## src/rtl/mmio_io_ctrl_if.sv

```systemverilog
// mmio_io_ctrl_if: CPU-side register bus for the memory-mapped I/O controller.
//  sel    CPU access targets the I/O space
//  we     write strobe, qualified by sel
//  addr   byte offset within the I/O space
//  wdata  CPU write data
//  rdata  combinational read data from the controller
interface mmio_io_ctrl_if;
    logic        sel;
    logic        we;
    logic [7:0]  addr;
    logic [31:0] wdata;
    logic [31:0] rdata;
    modport master (output sel, we, addr, wdata, input rdata);
    modport slave (input sel, we, addr, wdata, output rdata);
endinterface

```

## src/rtl/mmio_io_ctrl.sv

```systemverilog
// mmio_io_ctrl: LED/HEX output registers, synced switches, debounced keys with sticky W1C edges and irq.
//  clk         system clock
//  reset       synchronous, active-low
//  bus         CPU register bus (slave side), offset decoded from addr[7:2]
//  key_n       raw push-buttons, 0 = pressed
//  sw          raw slide switches
//  ledr        LED register
//  hex_digits  nibble per digit, digit 0 in [3:0]
//  irq         registered |(key_edge & key_irq_en)
module mmio_io_ctrl #(
    parameter int N_KEYS          = 4,
    parameter int N_SW            = 10,
    parameter int N_LEDS          = 10,
    parameter int N_HEX           = 6,
    parameter int DEBOUNCE_CYCLES = 16
) (
    input  logic                 clk,
    input  logic                 reset,
    mmio_io_ctrl_if.slave        bus,
    input  logic [N_KEYS-1:0]    key_n,
    input  logic [N_SW-1:0]      sw,
    output logic [N_LEDS-1:0]    ledr,
    output logic [4*N_HEX-1:0]   hex_digits,
    output logic                 irq
);
    localparam int CW = $clog2(DEBOUNCE_CYCLES);
    localparam logic [CW-1:0] CNT_MAX = CW'(DEBOUNCE_CYCLES - 1);
    localparam logic [5:0] OFF_LEDS = 6'd0, OFF_HEX = 6'd1, OFF_KEY = 6'd2,
                           OFF_SW = 6'd3, OFF_EDGE = 6'd4, OFF_EN = 6'd5;

    logic [5:0]        off;
    logic              wr;
    logic [N_KEYS-1:0] key_s1, key_s2, pressed, stable, accept, rise, edge_clr;
    logic [N_KEYS-1:0] key_edge, key_irq_en;
    logic [N_SW-1:0]   sw_s1, sw_s2;
    logic [CW-1:0]     cnt [N_KEYS];
    logic              unused;

    assign off      = bus.addr[7:2];
    assign wr       = bus.sel & bus.we;
    assign pressed  = ~key_s2;
    assign unused   = ^{bus.addr[1:0], bus.wdata};

    // A key flips its stable value on the last of DEBOUNCE_CYCLES consecutive mismatches.
    for (genvar k = 0; k < N_KEYS; k++) begin : g_deb
        assign accept[k] = (pressed[k] != stable[k]) && (cnt[k] == CNT_MAX);
    end

    // accept implies pressed differs from stable, so pressed=1 marks a press.
    assign rise     = accept & pressed;
    assign edge_clr = (wr && off == OFF_EDGE) ? bus.wdata[N_KEYS-1:0] : '0;

    always_ff @(posedge clk) begin
        if (!reset) begin
            key_s1     <= '1;
            key_s2     <= '1;
            sw_s1      <= '0;
            sw_s2      <= '0;
            stable     <= '0;
            key_edge   <= '0;
            key_irq_en <= '0;
            irq        <= 1'b0;
            ledr       <= '0;
            hex_digits <= '0;
            for (int i = 0; i < N_KEYS; i++) cnt[i] <= '0;
        end else begin
            key_s1   <= key_n;
            key_s2   <= key_s1;
            sw_s1    <= sw;
            sw_s2    <= sw_s1;
            stable   <= stable ^ accept;
            // A press landing with a clear on the same bit keeps the bit set.
            key_edge <= (key_edge & ~edge_clr) | rise;
            irq      <= |(key_edge & key_irq_en);
            if (wr && off == OFF_LEDS) ledr <= bus.wdata[N_LEDS-1:0];
            if (wr && off == OFF_HEX) hex_digits <= bus.wdata[4*N_HEX-1:0];
            if (wr && off == OFF_EN) key_irq_en <= bus.wdata[N_KEYS-1:0];
            for (int i = 0; i < N_KEYS; i++)
                cnt[i] <= (pressed[i] == stable[i] || accept[i]) ? '0 : cnt[i] + CW'(1);
        end
    end

    always_comb begin
        bus.rdata = '0;
        if (bus.sel) begin
            case (off)
                OFF_LEDS: bus.rdata = 32'(ledr);
                OFF_HEX:  bus.rdata = 32'(hex_digits);
                OFF_KEY:  bus.rdata = 32'(stable);
                OFF_SW:   bus.rdata = 32'(sw_s2);
                OFF_EDGE: bus.rdata = 32'(key_edge);
                OFF_EN:   bus.rdata = 32'(key_irq_en);
                default:  bus.rdata = '0;
            endcase
        end
    end
endmodule

```

## src/flat_wrapper.sv

```systemverilog
// flat-port wrapper written by rule: the top's interface ports become plain ports
module mmio_io_ctrl_flat 
#(
    parameter int N_KEYS          = 4,
    parameter int N_SW            = 10,
    parameter int N_LEDS          = 10,
    parameter int N_HEX           = 6,
    parameter int DEBOUNCE_CYCLES = 16
)
  (clk, reset, key_n, sw, ledr, hex_digits, irq, bus_sel, bus_we, bus_addr, bus_wdata, bus_rdata);
  mmio_io_ctrl_if bus_i ();
  input  logic clk;
  input  logic reset;
  input  logic [N_KEYS-1:0] key_n;
  input  logic [N_SW-1:0] sw;
  output logic [N_LEDS-1:0] ledr;
  output logic [4*N_HEX-1:0] hex_digits;
  output logic irq;
  input wire logic [$bits(bus_i.sel)-1:0] bus_sel;
  input wire logic [$bits(bus_i.we)-1:0] bus_we;
  input wire logic [$bits(bus_i.addr)-1:0] bus_addr;
  input wire logic [$bits(bus_i.wdata)-1:0] bus_wdata;
  output wire logic [$bits(bus_i.rdata)-1:0] bus_rdata;
  assign bus_i.sel = bus_sel;
  assign bus_i.we = bus_we;
  assign bus_i.addr = bus_addr;
  assign bus_i.wdata = bus_wdata;
  assign bus_rdata = bus_i.rdata;
  mmio_io_ctrl #(.N_KEYS(N_KEYS), .N_SW(N_SW), .N_LEDS(N_LEDS), .N_HEX(N_HEX), .DEBOUNCE_CYCLES(DEBOUNCE_CYCLES)) u_core (.clk(clk), .reset(reset), .bus(bus_i), .key_n(key_n), .sw(sw), .ledr(ledr), .hex_digits(hex_digits), .irq(irq));
endmodule
```

## config.mk

```make
export PLATFORM = sky130hd
export DESIGN_NAME = mmio_io_ctrl_flat
export DESIGN_NICKNAME = d
export VERILOG_FILES = /design/src/rtl/mmio_io_ctrl_if.sv /design/src/rtl/mmio_io_ctrl.sv /design/src/flat_wrapper.sv
export SDC_FILE = /design/constraint.sdc
export NUM_CORES = 1
export LEC_CHECK = 0
export ABC_AREA = 1
export CORE_ASPECT_RATIO = 1.1
export CORE_MARGIN = 2
export CORE_UTILIZATION = 41
export CTS_CLUSTER_SIZE = 10
export DETAILED_ROUTE_END_ITERATION = 8
export PLACE_DENSITY_LB_ADDON = 0.3
export SLEW_MARGIN = 20
export SYNTH_ARGS = -nofsm -noshare
export SYNTH_HDL_FRONTEND = slang
export SYNTH_SLANG_ARGS = --single-unit
```

## constraint.sdc

```tcl
create_clock -name clk -period 1.55 [get_ports clk]
set_clock_uncertainty 0.15 [all_clocks]
set_input_delay 0.31 -clock clk [delete_from_list [all_inputs] [get_ports clk]]
set_output_delay 0.31 -clock clk [all_outputs]
set_load 0.02 [all_outputs]
```

==> flow_summary.json, run 1 <==
{
  "status": "finished, violations left",
  "violations": "setup timing",
  "ys_top_cells_by_area": "dfxtp_1 48%, nor2_1 12%, nand2_1 9.5%",
  "detail_route.vias_per_cell": 4.61,
  "rows": 36,
  "rsz0062_at_grt": "true",
  "worstPathArrival_ns": 1.42,
  "synthCells": 519,
  "min_from": "reset",
  "ys_ff_latch": 91,
  "start_util_pct": 42.5,
  "post-route-util_pct": 64.2,
  "dp_cells": 788,
  "netlist_area_sq_mm": 0.00381,
  "crit_required_ns": 1.09,
  "routed_wirelength_microns": 10300,
  "ff_latch_area_sq_mm": 0.00183,
  "path_max_fanout": 8,
  "slew_violations": 0,
  "cpPeakStageDelay_ns": 0.17,
  "antenna_left": 0,
  "die_x_microns": 95.9,
  "worst_skew_pair.late_latency_ns": 0.37,
  "synthXorXnorAreaFrac_pct": 1.84,
  "final_area_sq_mm": 0.00576,
  "clock_path_buffers": 2,
  "ys_warn_count": 0,
  "finalSetupViolations": 24,
  "cts_tree": "built",
  "antennaDiodeCount": 0,
  "instances_no_fill": 810,
  "p_leak_nw": 2.68,
  "syn_to_final_growth_pct": 51.1,
  "final_cell_mix": "96 x nor2_1, 94 x nand2_1, 87 x dfxtp_1",
  "cp_common_cell": "buf_4",
  "layout_commonest_cell": "nor2_1",
  "yosysUniqueCellTypes": 33,
  "peakVddDrop_uv": 500,
  "via_count": 3737,
  "dieArea_sq_mm": 0.0101,
  "drtIter0Drc": 181,
  "synth_compound_area_share_pct": 8.18,
  "fmax_ghz": 0.533,
  "first_global_vias": 3705,
  "clkTransAtPathRegs_ns": 0.09,
  "drc_errors": 0,
  "p_per_area_mw_per_mm2": 738,
  "grt_start_max_net_pins": 61,
  "finalCriticalPeriod_ns": 1.88,
  "htree_levels": 3,
  "nets": 753,
  "die_h_microns": 105,
  "yosysSeqAreaShare_pct": 47.8,
  "yosys.area_share.simple_pct": 30.1,
  "cp_slowest_cell": "a21oi_2",
  "cts_inserted_buffers": 9,
  "path_class": "input port to output pin",
  "core_area_sq_mm": 0.00896,
  "yosys-mux-area-fraction_pct": 0,
  "worstPathCellList": "buf_8, nor2_4, buf_12, buf_4, nand4_1, nand2_1, nor2_2, a21oi_2, buf_4",
  "grt_pass1_wl_microns": 16300,
  "placed_area_sq_mm": 0.00555,
  "min_period_over_period_pct": 121,
  "port_buffers": 106,
  "syn_area_per_cell_sq_um": 7.34,
  "multi_input_comb_area_sq_mm": 0.00176,
  "yosys.area.top_type_share_pct": 47.8,
  "hold_violations": 0,
  "dp.final_hpwl_microns": 7500,
  "ctsRootBufferMaster": "clkbuf_8",
  "holdBufCountCts": 0,
  "wl_per_cell_microns": 12.7,
  "setup_ws_ns": -0.326,
  "maxCapViolCount": 0,
  "endpoint_kind": "output pin",
  "critPathLaunchType": "input port",
  "overflow": 0,
  "drt-pass1-iter-count": 4,
  "r2r_start": "u_core.cnt[0][0]$_SDFF_PP0_",
  "synthAdderAreaFrac_pct": 1.31,
  "min_path_type": "input port to flop",
  "cts_sinks": 91,
  "io_pins": 125,
  "yosysTopAreaCell": "dfxtp_1",
  "synth_top_family_by_area": "simple AND/OR/NAND/NOR gates",
  "antenna_found_initial": 0,
  "track_usage_pct": 20.6,
  "final.fill_count": 802,
  "gp_congestion": 0.914,
  "crit_start": "bus_addr[7]",
  "drive_above_1_share_pct": 30.6
}
stage by stage:
stage / setup WS [ns] / TNS [ns] / power, mW / hold WS (ns)
2_1_floorplan: -0.0924 / -0.495 / 2.62 / 0.240
3_3_place_gp: -1.19 / -49.49 / 2.82 / 0.245
3_5_place_dp: -1.24 / -51.24 / 2.82 / 0.245
4_1_cts: -0.313 / -4.81 / 4.28 / 0.0579
5_1_grt: -0.390 / -5.63 / 4.41 / 0.0667
6_report: -0.326 / -4.48 / 4.25 / 0.0586
cells in the mapped netlist:
library cell / count
nor2_1: 117
nand2_1: 96
dfxtp_1: 91
inv_1: 56
nand3_1: 27
o21ai_1: 20
a21oi_1: 18
o21ai_0: 18
buf_4: 11
clkbuf_1: 9
nand4_1: 8
or2_2: 8
ha_1: 4
xnor2_1: 4
xor2_1: 4
nand2_4: 3
nor2_4: 3
o211ai_1: 3
buf_8: 2
clkinv_1: 2
inv_2: 2
nor2_2: 2
a41oi_1: 1
buf_1: 1
buf_2: 1
clkbuf_2: 1
clkinv_2: 1
clkinv_4: 1
conb_1: 1
inv_4: 1
nand3b_1: 1
nor2_8: 1
nor3_1: 1
critical path, delay by kind of cell:
kind	cells	cell delay (ns)
buffers and inverters	4	0.54
and+or+nand+nor	4	0.40
AOI/OAI and AO/OA	1	0.17
state kept, by name, summed over array words and instances (netlist names), named ones only:
| name | flops |
|---|---|
| u_core.key_s1 | 4 |
| u_core.irq | 1 |
| u_core.hex_digits | 24 |
| u_core.sw_s1 | 10 |
| u_core.sw_s2 | 10 |
| u_core.key_edge | 4 |
| u_core.key_irq_en | 4 |
| u_core.key_s2 | 4 |
| u_core.cnt | 16 |
| u_core.ledr | 10 |
worst paths after layout:
| path | to | slack [ns] | depth (start not counted) |
|---|---|---|---|
| min reg2reg | u_core.key_s2[3]$_SDFF_PN1_ | 0.27 | 1 |
| min | u_core.sw_s2[0]$_SDFF_PN0_ | 0.06 | 3 |
| max reg2reg | u_core.cnt[0][3]$_SDFF_PP0_ | 0.25 | 4 |
| max | bus_rdata[1] | -0.33 | 9 |
power breakdown:
group / switching (mW) / internal, mW / total, mW
sequential: 0.0155 / 2.38 / 2.39
clock: 0.864 / 0.596 / 1.46
combinational: 0.194 / 0.203 / 0.397
total: 1.07 / 3.18 / 4.25
kinds of logic (layout without fill, tap and decap cells):
group,count (synthesis),after routing
DFF,91,91
buffers and inverters,88,258
other,1,8
and+or+nand+nor,267,267
AOI/OAI and AO/OA,60,60
adders and majority gates,4,4
xor gates and xnor gates,8,8
cell type report:
cell class / count / area share (%)
sequential: 91 / 31.7
multi-input combinational: 347 / 30.6
timing repair buffer: 179 / 27.7
inverter: 63 / 4.37
tap: 114 / 2.48
clock buffer: 10 / 2.22
clock inverter: 6 / 0.869
layer usage:
| metal | routed length, microns | GRT usage (%) | vias up |
|---|---|---|---|
| met5 | 0 | 0 | - |
| met4 | 163 | 9.59 | 0 |
| met3 | 698 | 4.69 | 17 |
| met2 | 5160 | 36.0 | 103 |
| met1 | 4260 | 23.0 | 1683 |
| li1 | - | - | 1934 |
what timing repair did:
| item | CTS | global route |
|---|---|---|
| cloned | 1 | 0 |
| pin swaps | 23 | 13 |
| endpoints found under the setup margin | 97 | 49 |
| setup buffers | 4 | 1 |
| resized for setup | 289 | 43 |
(Power assumes the default switching activity.)
==> run 2: changes to the inputs <==
--- a/config.mk
+++ b/config.mk
@@ -6,7 +6,7 @@
 export NUM_CORES = 1
 export LEC_CHECK = 0
 export ABC_AREA = 1
-export CORE_ASPECT_RATIO = 1.1
+export CORE_ASPECT_RATIO = 1.75
 export CORE_MARGIN = 2
 export CORE_UTILIZATION = 41
 export CTS_CLUSTER_SIZE = 10
==> run 2 against run 1 <==
Against the previous run:
- the flow still finishes with violations (setup timing)
- via count is 2.9% higher
- sequential cell count did not move
- fmax grew 2.1%
- worst setup slack better by 0.038 ns
- final cell count increased by 1.2%
- global-route usage rose by 1.7 points
- largest power group unchanged
==> flow_summary.json, run 2 (synthesized netlist as in run 1, its figures left out) <==
{
  "critPathLaunchType": "input port",
  "min_path_type": "input port to flop",
  "overflow": 0,
  "die_x_microns": 76.9,
  "antennaDiodeCount": 0,
  "drt-pass1-iter-count": 4,
  "path_max_fanout": 6,
  "cpPeakStageDelay_ns": 0.20,
  "path_buf_inv": 2,
  "layout_commonest_cell": "nor2_1",
  "dieArea_sq_mm": 0.0101,
  "critPathTopFamily": "simple AND/OR/NAND/NOR gates",
  "gp_congestion": 0.848,
  "port_buffers": 106,
  "die_h_microns": 132,
  "ctsRootBufferMaster": "clkbuf_16",
  "clock_path_buffers": 2,
  "htree_levels": 3,
  "antenna_left": 0,
  "finalSetupViolations": 24,
  "p_per_area_mw_per_mm2": 835,
  "drc_errors": 0,
  "drtIter0Drc": 193,
  "rows": 46,
  "status": "finished, violations left",
  "worstPathArrival_ns": 1.38,
  "min_period_over_period_pct": 119,
  "worstPathCellList": "buf_8, nor2_4, nand2_4, nor2_4, nand2_2, nand2_2, nor2_2, a21oi_2, buf_6",
  "peakVddDrop_uv": 904,
  "crit_required_ns": 1.09,
  "final.fill_count": 816,
  "dp.final_hpwl_microns": 8150,
  "reg2reg_depth": 7,
  "setup_ws_ns": -0.288,
  "via_count": 3847,
  "drive_above_1_share_pct": 31.4,
  "maxCapViolCount": 0,
  "cp.depth": 9,
  "multi_input_comb_area_sq_mm": 0.00182,
  "grt_start_max_net_pins": 53,
  "grt_pass1_wl_microns": 18100,
  "fmax_ghz": 0.544,
  "core_area_sq_mm": 0.00904,
  "reg_top3": "u_core.hex_digits (24), u_core.cnt (16)",
  "fin_setup_tns_ns": -4.41,
  "cts_inserted_buffers": 9,
  "cp_slowest_cell": "nor2_4",
  "dp_slack_ns": -1.29,
  "cts_tree": "built",
  "nets": 758,
  "clkTransAtPathRegs_ns": 0.06,
  "first_global_vias": 3945,
  "rsz0062_at_grt": "true",
  "violations": "setup timing",
  "p_leak_nw": 2.73,
  "slew_violations": 0,
  "path_class": "input port to output pin",
  "finalCriticalPeriod_ns": 1.84,
  "io_pins": 125,
  "endpoint_kind": "output pin",
  "cts_sinks": 91,
  "start_util_pct": 42.2,
  "power.total_mw": 4.98,
  "whs_path_depth": 4,
  "hold_violations": 0,
  "antenna_found_initial": 0,
  "final_cell_mix": "94 x nor2_1, 91 x dfxtp_1, 89 x nand2_1",
  "track_usage_pct": 22.2,
  "routed_wirelength_microns": 10800,
  "ff_latch_area_sq_mm": 0.00182,
  "final_area_sq_mm": 0.00597,
  "placed_area_sq_mm": 0.00557,
  "worst_skew_pair.late_latency_ns": 0.34,
  "largest_reg_flops": 24,
  "post-route-util_pct": 66.1,
  "syn_to_final_growth_pct": 56.7,
  "detail_route.vias_per_cell": 4.69,
  "regMostFlops": "u_core.hex_digits",
  "wl_per_cell_microns": 13.2
}
[run 2: path summary, 6_finish.rpt]
check / start / end / slack (ns)
setup / recovery: bus_addr[6] / bus_rdata[0] / -0.29
hold / removal: reset / u_core.sw_s1[0]$_SDFF_PN0_ / 0.20
setup reg to reg: u_core.cnt[0][12]$_SDFF_PP0_ / u_core.key_edge[3]$_SDFF_PN0_ / 0.26
hold reg to reg: u_core.sw_s1[8]$_SDFF_PN0_ / u_core.sw_s2[8]$_SDFF_PN0_ / 0.26
[run 2: layer usage]
layer  routed length (microns)  global-route usage [%]  vias up
li1                          -                       -     1946
met5                         0                       0        -
met2                      6310                    44.6      105
met1                      3860                    21.8     1776
met4                       208                    7.07        0
met3                       440                    4.60       20
[run 2: report_power, final]
group	switching, mW	leakage, nW	internal, mW	total [mW]
sequential	0.0157	0.740	2.38	2.40
clock	0.865	0.145	1.33	2.20
combinational	0.198	1.84	0.190	0.389
total	1.08	2.73	3.90	4.98
[run 2: cell type report]
class,instances,area share [%]
flip-flops and latches,91,30.5
clock inverters,3,0.775
inverters,63,4.32
well taps,120,2.51
clock buffers,12,4.30
multi-input cells,348,30.5
repair buffers,183,27.1
[run 2: stage by stage]
| stage | hold WS, ns | cells |
|---|---|---|
| final | 0.202 | 820 |
| after global routing | 0.224 | 820 |
| after CTS | 0.200 | 820 |
| after detailed placement | 0.253 | 798 |
| after global placement | 0.243 | 798 |
| after floorplan | 0.240 | 526 |
[run 2: what timing repair did]
| item | in CTS | in global routing |
|---|---|---|
| gates resized for setup | 274 | 49 |
| hold buffers | 0 | 0 |
| pin swaps | 32 | 15 |
| gates cloned | 2 | 0 |
| endpoints found under the setup margin | 98 | 61 |
| buffers inserted | 5 | 2 |
[run 2: worst min-delay path, stage by stage]
cell	delay (ns)
buf_2	0.11
buf_4	0.16
nand2_1	0.05
inv_1	0.04
